File: config.mk
export PLATFORM = sky130hd
export DESIGN_NAME = m_imem_loader
export DESIGN_NICKNAME = d
export VERILOG_FILES = /design/src/rtl/m_imem_loader.sv
export SDC_FILE = /design/constraint.sdc
export NUM_CORES = 1
export LEC_CHECK = 0
export BUFFER_PORTS_ARGS = -buffer_cell sky130_fd_sc_hd__buf_2
export CELL_PAD_IN_SITES_DETAIL_PLACEMENT = 1
export CELL_PAD_IN_SITES_GLOBAL_PLACEMENT = 1
export CORE_MARGIN = 4
export CORE_UTILIZATION = 47
export CTS_CLUSTER_DIAMETER = 200
export DETAILED_ROUTE_END_ITERATION = 8
export GPL_TIMING_DRIVEN = 0
export HOLD_SLACK_MARGIN = 0.1
export PLACE_DENSITY_LB_ADDON = 0.1
export SLEW_MARGIN = 20
export SYNTH_ARGS = -nofsm -noshare
export SYNTH_HDL_FRONTEND = slang
export SYNTH_SLANG_ARGS = --single-unit
export TNS_END_PERCENT = 5
File: constraint.sdc
create_clock -name w_clk -period 2.82 [get_ports w_clk]
set_input_delay 0.141 -clock w_clk [delete_from_list [all_inputs] [get_ports w_clk]]
set_output_delay 0.141 -clock w_clk [all_outputs]
set_load 0.02 [all_outputs]
File: src/rtl/m_imem_loader.sv
// UART (8N1) program loader feeding the instruction memory write port.
// Ports: w_clk/w_rst_n, w_rxd in; r_we/r_addr/r_wdata imem write; r_prst/r_done/r_err status.
module m_imem_loader #(
  parameter int DIV    = 434,
  parameter int ADDR_W = 12
) (
  input  logic              w_clk,
  input  logic              w_rst_n,
  input  logic              w_rxd,
  output logic              r_we,
  output logic [ADDR_W-1:0] r_addr,
  output logic [31:0]       r_wdata,
  output logic              r_prst,
  output logic              r_done,
  output logic              r_err
);

  typedef enum logic [2:0] {
    R_IDLE, R_START, R_BITS, R_STOP, R_WAIT
  } rx_e;

  typedef enum logic [1:0] {
    S_HDR0, S_HDR1, S_DATA, S_DONE
  } ld_e;

  // edge detect costs one cycle, so the half-bit wait is one shorter
  localparam logic [15:0] HALF = 16'(DIV / 2 - 2);
  localparam logic [15:0] FULL = 16'(DIV - 1);

  logic        s1, s2, s3;
  rx_e         rx_st, rx_nxt;
  logic [15:0] cnt, cnt_nxt;
  logic [2:0]  bitn, bit_nxt;
  logic [7:0]  sh, sh_nxt;
  logic        bvld, bvld_nxt;
  logic        ferr, ferr_nxt;

  ld_e         st, st_nxt;
  logic [15:0] n;
  logic [15:0] idx;
  logic [15:0] idx_inc;
  logic [1:0]  bcnt;
  logic [23:0] asm_r;
  logic [31:0] word;
  logic        last;

  assign idx_inc = idx + 16'd1;
  assign word    = {asm_r, sh};

  always_ff @(posedge w_clk or negedge w_rst_n) begin
    if (!w_rst_n) begin
      s1    <= 1'b1;
      s2    <= 1'b1;
      s3    <= 1'b1;
      rx_st <= R_IDLE;
      cnt   <= '0;
      bitn  <= '0;
      sh    <= '0;
      bvld  <= 1'b0;
      ferr  <= 1'b0;
    end else begin
      s1    <= w_rxd;
      s2    <= s1;
      s3    <= s2;
      rx_st <= rx_nxt;
      cnt   <= cnt_nxt;
      bitn  <= bit_nxt;
      sh    <= sh_nxt;
      bvld  <= bvld_nxt;
      ferr  <= ferr_nxt;
    end
  end

  always_comb begin
    rx_nxt   = rx_st;
    cnt_nxt  = cnt;
    bit_nxt  = bitn;
    sh_nxt   = sh;
    bvld_nxt = 1'b0;
    ferr_nxt = 1'b0;
    unique case (rx_st)
      R_IDLE: begin
        if (s3 && !s2) begin
          rx_nxt  = R_START;
          cnt_nxt = HALF;
        end
      end
      R_START: begin
        if (cnt != 16'd0) begin
          cnt_nxt = cnt - 16'd1;
        end else if (s2) begin
          rx_nxt = R_IDLE;
        end else begin
          rx_nxt  = R_BITS;
          cnt_nxt = FULL;
          bit_nxt = 3'd0;
        end
      end
      R_BITS: begin
        if (cnt != 16'd0) begin
          cnt_nxt = cnt - 16'd1;
        end else begin
          sh_nxt  = {s2, sh[7:1]};
          cnt_nxt = FULL;
          if (bitn == 3'd7) rx_nxt = R_STOP;
          else bit_nxt = bitn + 3'd1;
        end
      end
      R_STOP: begin
        if (cnt != 16'd0) begin
          cnt_nxt = cnt - 16'd1;
        end else if (s2) begin
          bvld_nxt = 1'b1;
          rx_nxt   = R_IDLE;
        end else begin
          ferr_nxt = 1'b1;
          rx_nxt   = R_WAIT;
        end
      end
      R_WAIT: begin
        if (s2) rx_nxt = R_IDLE;
      end
      default: rx_nxt = R_IDLE;
    endcase
  end

  always_ff @(posedge w_clk or negedge w_rst_n) begin
    if (!w_rst_n) st <= S_HDR0;
    else          st <= st_nxt;
  end

  always_comb begin
    st_nxt = st;
    unique case (st)
      S_HDR0: if (bvld) st_nxt = S_HDR1;
      S_HDR1: begin
        if (bvld) begin
          if ({n[15:8], sh} == 16'd0) st_nxt = S_DONE;
          else                        st_nxt = S_DATA;
        end
      end
      S_DATA: begin
        if (bvld && bcnt == 2'd3 && idx_inc == n)
          st_nxt = S_DONE;
      end
      S_DONE:  st_nxt = S_DONE;
      default: st_nxt = S_HDR0;
    endcase
  end

  always_ff @(posedge w_clk or negedge w_rst_n) begin
    if (!w_rst_n) begin
      r_we    <= 1'b0;
      r_addr  <= '0;
      r_wdata <= '0;
      r_prst  <= 1'b1;
      r_done  <= 1'b0;
      r_err   <= 1'b0;
      n       <= '0;
      idx     <= '0;
      bcnt    <= '0;
      asm_r   <= '0;
      last    <= 1'b0;
    end else begin
      r_we <= 1'b0;
      last <= 1'b0;
      if (ferr && st != S_DONE) r_err <= 1'b1;
      // release one cycle after the final word slot
      if (last) begin
        r_done <= 1'b1;
        r_prst <= 1'b0;
      end
      unique case (st)
        S_HDR0: if (bvld) n[15:8] <= sh;
        S_HDR1: begin
          if (bvld) begin
            n[7:0] <= sh;
            idx    <= '0;
            bcnt   <= '0;
            if ({n[15:8], sh} == 16'd0) begin
              r_done <= 1'b1;
              r_prst <= 1'b0;
            end
          end
        end
        S_DATA: begin
          if (bvld) begin
            asm_r <= word[23:0];
            bcnt  <= bcnt + 2'd1;
            if (bcnt == 2'd3) begin
              idx  <= idx_inc;
              last <= (idx_inc == n);
              if ((32'(idx) >> ADDR_W) == 32'd0) begin
                r_we    <= 1'b1;
                r_addr  <= idx[ADDR_W-1:0];
                r_wdata <= word;
              end else begin
                r_err <= 1'b1;
              end
            end
          end
        end
        default: ;
      endcase
    end
  end

endmodule
==> flow_metrics.env, run 1 <==
export IMPL_status="finished clean"
export IMPL_synth_largest_area_cell="dfrtp_1"
export IMPL_yosysMostFrequentCell="nand2_1"
export IMPL_die_y_um=127.5
export IMPL_setup_viol=0
export IMPL_ys_async_sr_fraction=1.000
export IMPL_max_stage_delay_ps=500
export IMPL_gp_congestion=0.8003
export IMPL_synthToLayoutAreaGrowth_pct=16.21
export IMPL_synth_seq_cells=144
export IMPL_dp_cells=936
export IMPL_period_minus_slack_ps=2579
export IMPL_p_int_mw=3.667
export IMPL_dr_pass1_iters=4
export IMPL_maxCapViolations=0
export IMPL_clockPowerShare=0.413
export IMPL_netlist_area_leader_share=0.5222
export IMPL_cp_arrival_ps=2900
export IMPL_synthTopCellsByArea="dfrtp_1 (52%), nand2_1 (13%), mux2_2 (3.0%), o21ai_0 (2.2%), xnor2_1 (2.0%)"
export IMPL_grt_use_total=0.2315
export IMPL_regArea_um2=3608
export IMPL_synth_cell_types=65
export IMPL_reg2reg_setup_slack_ps=240
export IMPL_swShare=0.2753
export IMPL_num_antenna_cells=0
export IMPL_cts_tree="yes"
export IMPL_multi_input_area_um2=2892
export IMPL_power_share_combinational=0.139
export IMPL_power_mw=5.060
export IMPL_io_buffers=50
export IMPL_routed_wl_mm=17.80
export IMPL_hold_viol_final=0
export IMPL_dr_total_vias=5418
export IMPL_dieArea_um2=16250
export IMPL_synth_net_count=714
export IMPL_drc=0
export IMPL_reg2reg_depth=8
export IMPL_cts_made_buffers=17
export IMPL_cpLargestDelayFamily="simple AND/OR/NAND/NOR gates"
export IMPL_cts_root_buf="clkbuf_16"
export IMPL_synth_ff_type="dfrtp_1"
export IMPL_stdcell_count=970
export IMPL_yosys_area_share_simple=0.2512
export IMPL_finalMaxSlewViolations=0
export IMPL_grt_pass1_vias=5866
export IMPL_h_tree_depth=4
export IMPL_clk_pin_slew_ps=60
export IMPL_r2r_start="idx[0]$_DFFE_PN0P_"
export IMPL_p_sw_mw=1.393
export IMPL_synthTopCellsByCount="nand2_1 (239), dfrtp_1 (140), nor2_1 (32), o21ai_0 (30), clkbuf_1 (21)"
export IMPL_final_setup_tns_ps=0
export IMPL_core_area_um2=13930
export IMPL_initial_core_util=0.4815
export IMPL_critical_path_buf_inv_count=1
export IMPL_p_leak_nw=4.026
export IMPL_slew_headroom=0.4213
export IMPL_peakVddDrop_mv=0.3551
export IMPL_die_w_um=127.5
export IMPL_powerDensity_nw_per_um2=649.0
export IMPL_n_fill_cell=1613
export IMPL_wl_per_cell_um=18.35
export IMPL_crit_path_cell_trace="ha_1 > and3_1 > buf_2 > nand4_1 > or3_1 > a221oi_2 > nand2_1 > nor4_2"
export IMPL_antenna_found_initial=0
export IMPL_synth_compound_area_share=0.09493
export IMPL_rows=43
export IMPL_drive_gt1_frac=0.1797
export IMPL_overflow=0
export IMPL_synthAdderAreaFrac=0.01119
export IMPL_ys_seq_area_frac=0.5379
export IMPL_grt_pass1_wl_mm=30.11
export IMPL_postRouteAntennaNets=0
export IMPL_crit_fanout=7
export IMPL_path_class="flip-flop to flip-flop"
export IMPL_seq_power_share=0.448
export IMPL_dpl_worst_slack_ps=188.8
export IMPL_clock_path_buffers=2
export IMPL_required_ps=3140
export IMPL_hp_class="input port to async pin"
export IMPL_nets=786
export IMPL_grt_start_max_net_pins=104
export IMPL_crit_path_end_kind="flip-flop"
export IMPL_r2r_end="last$_DFF_PN0_"
export IMPL_fin_crit_sh=0.9144
export IMPL_netlist_area_um2=6709
export IMPL_yosys_warnings=0
export IMPL_synthMuxAreaShare=0.04308
export IMPL_syn_inst=705
export IMPL_skew_ps=7.543
export IMPL_viasPerCell=5.586
export IMPL_synth_edf_count=0
export IMPL_fmax_ghz=0.3878
export IMPL_fin_ws_ps=241.5
export IMPL_cts_sinks=144
export IMPL_critPathSlowestCell="dfrtp_1"
export IMPL_rsz0062_at_grt="false"
export IMPL_clkLatencyLatePin_ps=420
export IMPL_postSynthAreaPerCell_um2=9.516
export IMPL_dp_final_hpwl_mm=12.33
export IMPL_ios=51
export IMPL_synth_xor_area_share=0.02872
export IMPL_worst_pin_slew_ps=864.8
export IMPL_synth_top_family_by_area="simple AND/OR/NAND/NOR gates"
export IMPL_setup_worst_path_start_class="flip-flop"
export IMPL_drt_iter0_markers=346
## worst max path at each step
| stage | startpoint | to | slack, ps | cells after the start |
|---|---|---|---|---|
| 6_report | idx[0]$_DFFE_PN0P_ | last$_DFF_PN0_ | 240 | 8 |
| 5_1_grt | idx[0]$_DFFE_PN0P_ | last$_DFF_PN0_ | 120 | 8 |
| 4_1_cts | idx[0]$_DFFE_PN0P_ | last$_DFF_PN0_ | 90 | 8 |
| 3_5_place_dp | idx[0]$_DFFE_PN0P_ | last$_DFF_PN0_ | 190 | 8 |
| 3_3_place_gp | w_rst_n | cnt[5]$_DFFE_PN0P_ | -350 | 1 |
| 2_1_floorplan | idx[0]$_DFFE_PN0P_ | last$_DFF_PN0_ | 680 | 8 |
## cells in the final DEF (no fill, tap or decap), types with 5 or more instances in the layout
cell type  Yosys  layout
nand3b_1       5       5
buf_2         11      60
nand2_1      239     239
clkbuf_16      0      17
or3_1          6       6
nand3_1       17      17
nor4_1        12      11
mux2_1         5       5
nor2_1        32      32
xnor2_1       15      15
a21oi_1       14      14
xor2_1         7       7
mux2_2        18      18
nor2b_1        5       5
dfrtp_1      140     140
clkinv_2       0       8
o31ai_1        9       9
inv_1          9       9
nor3_1        12      12
clkbuf_1      21      23
o21ai_0       30      30
ha_1           6       6
o21ai_1        9       9
a22o_1         8       8
nand4_1        6       6
## repair_timing
item,in CTS,in global routing
buffers inserted,0,0
resized for setup,0,2
endpoints found under the hold margin,143,0
setup endpoints to repair,0,1
hold buffers,2,0
## power by group through the flow
stage	Clock (mW)	Sequential (mW)	Combinational (mW)
detailed placement	0	2.30	0.692
finish	2.09	2.27	0.703
floorplan	0	2.27	0.514
CTS	2.13	2.26	0.702
global route	2.23	2.28	0.775
global placement	0	2.29	0.642
## sequential cells by signal, summed over array words and instances (netlist names), 2 cells and up
register	flops
idx	16
bitn	3
st	2
asm_r	24
bcnt	2
n	16
cnt	16
sh	8
r_addr	12
rx_st	3
r_wdata	32
## layout make-up
cell class	instances	area share
timing repair buffer	53	0.03948
clock inverter	12	0.01220
sequential	144	0.4628
multi-input combinational	514	0.3709
tap	180	0.02889
buffer	37	0.02359
inverter	10	0.004815
clock buffer	20	0.05729
## layer usage
layer	routed length, µm	vias up	track usage	share of wire
met3	570	34	0.03763	0.032
met2	8840	94	0.3949	0.50
li1	-	2530	-	-
met4	367	0	0.08202	0.021
met1	8023	2760	0.2993	0.45
met5	0	-	0	0
## kinds of logic after synthesis
| family | after synthesis |
|---|---|
| mux | 26 |
| simple gates | 365 |
| xor+xnor | 22 |
| fa+ha+maj | 6 |
| buf+inv | 47 |
| compound gates | 95 |
| flops | 144 |
## metrics by stage
step / util / hold slack [ps] / cell area (µm²)
floorplan: - / -154.6 / 6709
global placement: 0.5156 / 248.5 / 7184
detailed placement: 0.5183 / 49.87 / 7222
CTS: 0.5586 / 199.2 / 7784
global route: 0.5595 / 221.7 / 7796
finish: 0.5595 / 192.8 / 7796
No activity file was read; power rests on OpenSTA's default activity.
==> run 2, diff against run 1 <==
Settings changed: ABC_AREA set to 1, CORE_UTILIZATION 47 to 46.
==> flow_metrics.env, run 2 <==
export IMPL_finalMaxSlewViolations=0
export IMPL_clk_pin_slew_ps=60
export IMPL_grt_pass1_vias=6308
export IMPL_required_ps=3120
export IMPL_synth_cell_types=44
export IMPL_slew_headroom=0.5551
export IMPL_maxCapViolations=0
export IMPL_top_regs="r_wdata x32, asm_r x24"
export IMPL_cp_arrival_ps=2490
export IMPL_crit_path_end_kind="flip-flop"
export IMPL_hp_class="input port to async pin"
export IMPL_wl_met2_mm=9.523
export IMPL_synth_edf_count=0
export IMPL_power_share_combinational=0.130
export IMPL_dr_total_vias=5727
export IMPL_synth_seq_cells=144
export IMPL_cts_made_buffers=17
export IMPL_powerDensity_nw_per_um2=661.3
export IMPL_cts_sinks=144
export IMPL_ios=51
export IMPL_initial_core_util=0.4759
export IMPL_met1Wirelength_mm=8.456
export IMPL_cts_tree="yes"
export IMPL_top_layer="met4"
export IMPL_fin_crit_sh=0.7740
export IMPL_synth_largest_area_cell="dfrtp_1"
export IMPL_period_minus_slack_ps=2183
export IMPL_h_tree_depth=4
export IMPL_overflow=0
export IMPL_postSynthAreaPerCell_um2=8.634
export IMPL_final_common_cell="nand2_1"
export IMPL_gp_congestion=0.8646
export IMPL_num_antenna_cells=0
export IMPL_cts_root_buf="clkbuf_16"
export IMPL_power_mw=5.187
export IMPL_post_cts_resized=0
export IMPL_grt_pass1_wl_mm=32.39
export IMPL_rows=43
export IMPL_syn_inst=777
export IMPL_antenna_found_initial=0
export IMPL_grt_start_max_net_pins=84
export IMPL_yosys_warnings=0
export IMPL_dieArea_um2=16580
export IMPL_setup_worst_path_start_class="flip-flop"
export IMPL_skew_ps=9.606
export IMPL_hold_viol_final=0
export IMPL_dr_pass1_iters=4
export IMPL_drt_iter0_markers=419
export IMPL_p_int_mw=3.755
export IMPL_io_buffers=50
export IMPL_netlist_area_leader_share=0.5222
export IMPL_nets=858
export IMPL_grt_use_total=0.2491
export IMPL_routed_wl_mm=19.07
export IMPL_p_leak_nw=3.819
export IMPL_clock_path_buffers=2
export IMPL_netlist_area_um2=6709
export IMPL_n_fill_cell=1698
export IMPL_regMostFlops="r_wdata"
export IMPL_crit_fanout=10
export IMPL_synthTopCellsByCount="nand2_1 (161), dfrtp_1 (140), nor2_1 (87), o21ai_0 (82), inv_1 (80)"
export IMPL_peakVddDrop_mv=0.4512
export IMPL_yosysMostFrequentCell="nand2_1"
export IMPL_synthToLayoutAreaGrowth_pct=16.92
export IMPL_core_area_um2=14100
export IMPL_ys_seq_area_frac=0.5379
export IMPL_dp_cells=1008
export IMPL_dp_final_hpwl_mm=13.96
export IMPL_die_w_um=128.8
export IMPL_largest_reg_flops=32
export IMPL_layout_common_cells="nand2_1 (161), dfrtp_1 (140), nor2_1 (87), o21ai_0 (82), inv_1 (80)"
export IMPL_clockPowerShare=0.447
export IMPL_ys_async_sr_fraction=1.000
export IMPL_wl_per_cell_um=18.30
export IMPL_status="finished clean"
export IMPL_postRouteAntennaNets=0
export IMPL_rsz0062_at_grt="false"
export IMPL_die_y_um=128.8
export IMPL_wl_met3_um=629
export IMPL_p_sw_mw=1.432
export IMPL_viasPerCell=5.496
export IMPL_synth_net_count=786
export IMPL_setup_viol=0
export IMPL_drc=0
export IMPL_drive_gt1_frac=0.1520
export IMPL_seq_power_share=0.423
export IMPL_worst_pin_slew_ps=661.2
export IMPL_fin_util=0.5565
export IMPL_synthTopCellsByArea="dfrtp_1 (52%), nand2_1 (9.0%), o21ai_0 (6.1%), nor2_1 (4.9%), inv_1 (4.5%)"
export IMPL_fmax_ghz=0.4582
export IMPL_synth_ff_type="dfrtp_1"
export IMPL_swShare=0.2760
export IMPL_path_class="flip-flop to flip-flop"
export IMPL_stdcell_count=1042
export IMPL_clkLatencyLatePin_ps=430
run 2: cell types whose count changed after synthesis, sizes merged, moves of 12 or more:
cell,change
nor2,+66
nand2,-76
nor4,-14
inv,+77
nand3,+26
o21ai,+45
nand4,+13
a21oi,+27
mux2,-12
xnor2,-12
run 2: final cells by class:
class,instances,area (µm²),area share
inverters,87,326.6,0.04163
plain buffers,21,111.4,0.01420
flip-flops and latches,144,3608,0.4600
well taps,180,225.2,0.02871
repair buffers,53,307.8,0.03924
clock inverters,11,151.4,0.01930
clock buffers,21,450.4,0.05743
multi-input cells,525,2663,0.3394
run 2: power groups by stage:
stage / sequential (mW) / clock (mW) / combinational, mW
floorplan: 2.21 / 0 / 0.462
global placement: 2.22 / 0 / 0.624
detailed placement: 2.23 / 0 / 0.672
CTS: 2.19 / 2.35 / 0.686
global route: 2.20 / 2.46 / 0.765
finish: 2.19 / 2.32 / 0.675
run 2: what timing repair did:
action                                 CTS  global route
endpoints found under the hold margin   82             0
setup endpoints to repair                0             0
hold buffers                             2             0
buffers inserted                         0             0
run 2: cells by family after synthesis:
logic type | share of synthesized area
buffers and inverters | 0.06528
AOI/OAI and AO/OA | 0.1164
xor gates and xnor gates | 0.01567
muxes | 0.01846
adders and majority gates | 0.01119
DFF | 0.5379
and+or+nand+nor | 0.2352
run 2: through the flow:
step	setup WS (ps)	cell area, µm²	TNS (ps)	hold slack [ps]
6_report	637.4	7844	0	308.3
2_1_floorplan	1155	6709	0	-154.6
4_1_cts	670.6	7844	0	327.9
3_3_place_gp	-397.1	7184	-53610	248.9
5_1_grt	565.0	7844	0	360.1
3_5_place_dp	681.8	7222	0	185.0
run 2: per-layer routing:
| layer | vias up | global-route usage |
|---|---|---|
| li1 | 2696 | - |
| met1 | 2884 | 0.3198 |
| met2 | 111 | 0.4256 |
| met3 | 36 | 0.03985 |
| met4 | 0 | 0.09327 |
| met5 | - | 0 |
run 2: worst paths after layout:
path	startpoint	to	slack, ps	depth (start not counted)
worst max-delay path	idx[12]$_DFFE_PN0P_	r_wdata[24]$_DFFE_PN0P_	640	5
worst min-delay path	w_rst_n	r_wdata[26]$_DFFE_PN0P_	310	2
worst max register to register	idx[12]$_DFFE_PN0P_	r_wdata[24]$_DFFE_PN0P_	640	5
worst min register to register	s1$_DFF_PN1_	s2$_DFF_PN1_	360	0
max in group asynchronous	w_rst_n	s1$_DFF_PN1_	1720	3
min in group w_clk	s1$_DFF_PN1_	s2$_DFF_PN1_	360	0
run 2: worst max-delay path, cell delays in order (launching register included):
cell     delay, ps
dfrtp_1        430
nor4_1         610
inv_1          180
nor2_4         230
buf_4          260
mux2_1         350
